**src/rtl/serial_adder_ctrl.sv**
```systemverilog
// serial_adder_ctrl: bit-serial adder controller.
// Adds two WIDTH-bit operands plus a carry-in, LSB first, by running one
// 1-bit full_adder cell for WIDTH clock cycles. The requester raises START in
// IDLE and collects SUM/C_OUT when DONE pulses.
//
// Ports:
//   CLK    in   1      system clock, rising edge
//   RST    in   1      synchronous active-high reset
//   START  in   1      begin an add (only honoured in IDLE)
//   A, B   in   WIDTH  operands, captured on the accepted START edge
//   C_IN   in   1      carry-in, captured with A/B
//   BUSY   out  1      high while an add is in flight (SHIFT, FINISH)
//   DONE   out  1      one-cycle pulse, SUM/C_OUT valid from this cycle
//   SUM    out  WIDTH  registered sum, held until the next completion
//   C_OUT  out  1      registered carry-out, held with SUM
//
// state  | meaning
// -------+-----------------------------------------------------------
// IDLE   | waiting for START; SUM/C_OUT hold the previous result
// SHIFT  | one operand bit per edge through the full adder, WIDTH edges
// FINISH | DONE pulse for one cycle, then back to IDLE

module full_adder (
    input  logic a,
    input  logic b,
    input  logic ci,
    output logic s,
    output logic co
);
    assign s  = a ^ b ^ ci;
    assign co = (a & b) | (ci & (a ^ b));
endmodule

module serial_adder_ctrl #(
    parameter int WIDTH = 8
) (
    input  logic             CLK,
    input  logic             RST,
    input  logic             START,
    input  logic [WIDTH-1:0] A,
    input  logic [WIDTH-1:0] B,
    input  logic             C_IN,
    output logic             BUSY,
    output logic             DONE,
    output logic [WIDTH-1:0] SUM,
    output logic             C_OUT
);
    localparam int CW = $clog2(WIDTH) + 1;

    typedef enum logic [1:0] {
        S_IDLE   = 2'd0,
        S_SHIFT  = 2'd1,
        S_FINISH = 2'd2
    } state_t;

    state_t           state;
    state_t           state_nxt;
    logic [WIDTH-1:0] a_sr;
    logic [WIDTH-1:0] b_sr;
    logic [WIDTH-1:0] s_sr;
    logic             cy;
    logic [CW-1:0]    cnt;
    logic             fa_sum;
    logic             fa_carry;
    logic             last_bit;

    full_adder u_fa (
        .a  (a_sr[0]),
        .b  (b_sr[0]),
        .ci (cy),
        .s  (fa_sum),
        .co (fa_carry)
    );

    assign last_bit = (cnt == CW'(WIDTH - 1));

    always_ff @(posedge CLK) begin
        if (RST) begin
            state <= S_IDLE;
        end else begin
            state <= state_nxt;
        end
    end

    always_comb begin
        state_nxt = state;
        case (state)
            S_IDLE:   if (START) state_nxt = S_SHIFT;
            S_SHIFT:  if (last_bit) state_nxt = S_FINISH;
            S_FINISH: state_nxt = S_IDLE;
            default:  state_nxt = S_IDLE;
        endcase
    end

    always_ff @(posedge CLK) begin
        if (RST) begin
            a_sr  <= '0;
            b_sr  <= '0;
            s_sr  <= '0;
            cy    <= 1'b0;
            cnt   <= '0;
            SUM   <= '0;
            C_OUT <= 1'b0;
        end else begin
            case (state)
                S_IDLE: begin
                    if (START) begin
                        a_sr <= A;
                        b_sr <= B;
                        cy   <= C_IN;
                        cnt  <= '0;
                    end
                end
                S_SHIFT: begin
                    s_sr <= {fa_sum, s_sr[WIDTH-1:1]};
                    a_sr <= {1'b0, a_sr[WIDTH-1:1]};
                    b_sr <= {1'b0, b_sr[WIDTH-1:1]};
                    cy   <= fa_carry;
                    cnt  <= cnt + CW'(1);
                    // the final sum bit is still in flight, so the result is
                    // assembled from the adder output rather than from s_sr
                    if (last_bit) begin
                        SUM   <= {fa_sum, s_sr[WIDTH-1:1]};
                        C_OUT <= fa_carry;
                    end
                end
                default: ;
            endcase
        end
    end

    assign BUSY = (state == S_SHIFT) || (state == S_FINISH);
    assign DONE = (state == S_FINISH);

endmodule

```
**config.mk**
```make
export PLATFORM = sky130hd
export DESIGN_NAME = serial_adder_ctrl
export DESIGN_NICKNAME = d
export VERILOG_FILES = /design/src/rtl/serial_adder_ctrl.sv
export SDC_FILE = /design/constraint.sdc
export NUM_CORES = 1
export LEC_CHECK = 0
export BUFFER_PORTS_ARGS = -buffer_cell sky130_fd_sc_hd__clkbuf_2
export CORE_MARGIN = 2
export CORE_UTILIZATION = 40
export CTS_BUF_LIST = sky130_fd_sc_hd__clkbuf_16
export DETAILED_ROUTE_END_ITERATION = 10
export PLACE_DENSITY = 0.71
export RECOVER_POWER = 25
export SETUP_SLACK_MARGIN = 0.1
export SLEW_MARGIN = 40
export SYNTH_ARGS = -nofsm -noshare
export SYNTH_HDL_FRONTEND = slang
export SYNTH_SLANG_ARGS = --single-unit
```
**constraint.sdc**
```tcl
create_clock -name CLK -period 3.1 [get_ports CLK]
set_input_delay 0.31 -clock CLK [delete_from_list [all_inputs] [get_ports CLK]]
set_output_delay 0.31 -clock CLK [all_outputs]
set_load 0.02 [all_outputs]
```
==> flow_metrics.tcl <==
set metrics [dict create \
    status "completed" \
    antennaDiodeCount 0 \
    cpMaxStageDelayCell "clkbuf_1" \
    vias 1315 \
    max_stage_delay_ns 0.57 \
    post-route-period-util 0.709 \
    synth-adder-area-share 0.0408 \
    dpl.hpwl_um 2120 \
    clk_pin_slew_ns 0.05 \
    critPathLaunchType "flip-flop" \
    cts-resized-gates 0 \
    power.leakage_nw 0.744 \
    ys_seq_elements 39 \
    fin_area_mm2 0.00198 \
    globalplace.congestion 0.691 \
    netlist_area_mm2 0.00172 \
    grt_max_degree 40 \
    area_delta_synth_final_pct 15.2 \
    path_max_fanout 13 \
    place_area_mm2 0.00185 \
    rsz0062_at_grt "false" \
    synth_compound_area_frac 0.134 \
    initial_core_util 0.423 \
    tritoncts "built" \
    wl_per_cell_um 12.1 \
    seq_area_frac_synth 0.455 \
    hold_depth 3 \
    clock_latency_ns 0.28 \
    clock.fmax_mhz 455 \
    cts_root_buf "clkbuf_16" \
    avgSynthCellArea_um2 9.43 \
    rrSetupSlack_ns 0.90 \
    clkSinkCount 39 \
    worst_ep_required_time_ns 3.29 \
    fillers 394 \
    clock_skew_ns 0.00312 \
    die_width_um 69.5 \
    final_common_cell "dfxtp_1" \
    drv_cap 0 \
    cts.htree.levels 2 \
    port_buffers 30 \
    die_area_mm2 0.00483 \
    slew_viol_final 0 \
    track_usage 0.144 \
    whs_endpoint "a_sr[7]" \
    grt_pass1_vias 1260 \
    min_period_ns 2.20 \
    drive_gt1_frac 0.148 \
    setup_viol 0 \
    core_mm2 0.00406 \
    clockBufferDepth 2 \
    cts_made_buffers 5 \
    antenna_left 0 \
    post_cts_buffers 0 \
    tightest_slew_ns 0.783 \
    grt-ovfl-total 0 \
    drc_errors 0 \
    synthCells 182 \
    cts_hold_buf 0 \
    ys_warn_count 0 \
    timing.rr.start "state[1]" \
    finalSetupTns_ns 0 \
    synth_xor_area_frac 0.00510 \
    syn-num-nets 207 \
    holdCritStartpoint "A[7]" \
    final_cell_mix "dfxtp_1 (39), mux2i_1 (24), nor2_1 (24), nand2_1 (23), clkbuf_2 (19)" \
    critPathCaptureType "flip-flop" \
    p_per_area_mw_per_mm2 596 \
    wl_um 3140 \
    grt_pass1_wl_um 5500 \
    finalHoldViolations 0 \
    synth_top_family_by_area "simple AND/OR/NAND/NOR gates" \
    rr_worst_depth 6 \
    vdd_ir_drop_max_v 0.000303 \
    slew_headroom 0.478 \
    die_y_um 69.5 \
    rows 23 \
    antenna_found_initial 0 \
    pin_count 31 \
    holdCritPathClass "in -> reg" \
    path_class "reg -> reg" \
    yosys.area_share.simple 0.160 \
    r2r-end "cnt[1]" \
    synth_edf_count 0 \
    dr.pass1.iters 4 \
    vias_per_cell 5.08 \
    ys_async_sr_fraction 0 \
    critical_path_arrival_ns 2.39 \
    synth-main-ff-cell "dfxtp_1" \
    synth_cell_types 28 \
    worstPathCellList "inv_1 -> ha_1 -> clkbuf_1 -> mux2i_1 -> or2_2 -> a31oi_1" \
    initialDrtViolationCount 49 \
    muxShareOfSynthArea 0.147 \
    nNetsFinal 233 \
]
where the power goes:
group	leakage (nW)	internal (mW)	switching, mW
logic	0.352	0.0653	0.0828
clock network	0.0733	0.293	0.188
registers	0.319	0.531	0.0166
total	0.744	0.889	0.288
metrics by stage:
step	cells	setup WS [ns]	hold slack [ns]	power [mW]	util
6_report	259	0.902	0.293	1.18	0.487
5_1_grt	259	0.736	0.295	1.24	0.487
4_1_cts	259	0.896	0.284	1.20	0.492
3_5_place_dp	251	0.912	0.447	0.709	0.457
3_3_place_gp	251	0.988	0.443	0.705	0.457
2_1_floorplan	182	1.56	0.400	0.682	-
routing by layer:
metal | global-route usage | up-vias | part of all wire
li1 | - | 690 | -
met2 | 0.223 | 30 | 0.43
met1 | 0.179 | 589 | 0.48
met3 | 0.0480 | 6 | 0.059
met4 | 0.0719 | 0 | 0.021
met5 | 0 | - | 0
cell usage after synthesis, types with 2 or more instances:
| cell | count | area share |
|---|---|---|
| nand2_1 | 23 | 0.050 |
| a211oi_1 | 17 | 0.074 |
| buf_6 | 2 | 0.013 |
| dfxtp_1 | 39 | 0.45 |
| nor2_1 | 24 | 0.052 |
| a21oi_1 | 12 | 0.035 |
| buf_1 | 2 | 0.0044 |
| clkbuf_1 | 2 | 0.0044 |
| a31oi_1 | 3 | 0.011 |
| mux2i_1 | 24 | 0.14 |
| nand4b_1 | 2 | 0.010 |
| buf_2 | 5 | 0.015 |
| nand3_1 | 5 | 0.015 |
| clkbuf_8 | 2 | 0.016 |
| nand3b_1 | 2 | 0.0087 |
| ha_1 | 4 | 0.029 |
| inv_1 | 3 | 0.0066 |
state kept, by name (all words and copies together), names as in the netlist:
register,count
s_sr,7
cy,1
SUM,8
C_OUT,1
cnt,4
state,2
a_sr,8
b_sr,8
worst max-delay path: cells and delay by family (launching register included):
kind | cells | cell delay [ns]
AO/OA/AOI/OAI | 1 | 0.15
adder cells (fa/ha/maj) | 1 | 0.56
buffers and inverters | 2 | 0.65
flip-flops | 1 | 0.33
multiplexers | 1 | 0.14
AND/OR/NAND/NOR | 1 | 0.29
cell type report:
class | instances | area (um2) | share of cell area
clock buffer | 5 | 125 | 0.0633
clock inverter | 3 | 15.0 | 0.00759
inverter | 3 | 11.3 | 0.00570
multi-input combinational | 127 | 835 | 0.422
sequential | 39 | 781 | 0.395
tap | 50 | 62.6 | 0.0316
timing repair buffer | 32 | 148 | 0.0747
cell families after synthesis:
| logic type | Yosys count |
|---|---|
| buffers and inverters | 16 |
| muxes | 25 |
| DFF | 39 |
| AOI/OAI and AO/OA | 35 |
| adders and majority gates | 5 |
| xor gates and xnor gates | 1 |
| and+or+nand+nor | 61 |
worst max path at each step:
stage	to	cells after the start	from	slack [ns]
3_5_place_dp	cnt[3]	6	state[1]	0.91
4_1_cts	cnt[3]	6	state[1]	0.90
5_1_grt	cnt[1]	6	state[1]	0.74
2_1_floorplan	cnt[3]	6	state[0]	1.56
3_3_place_gp	cnt[3]	6	state[1]	0.99
6_report	cnt[1]	6	state[1]	0.90
Note: power is estimated with default switching activity, not from simulation.
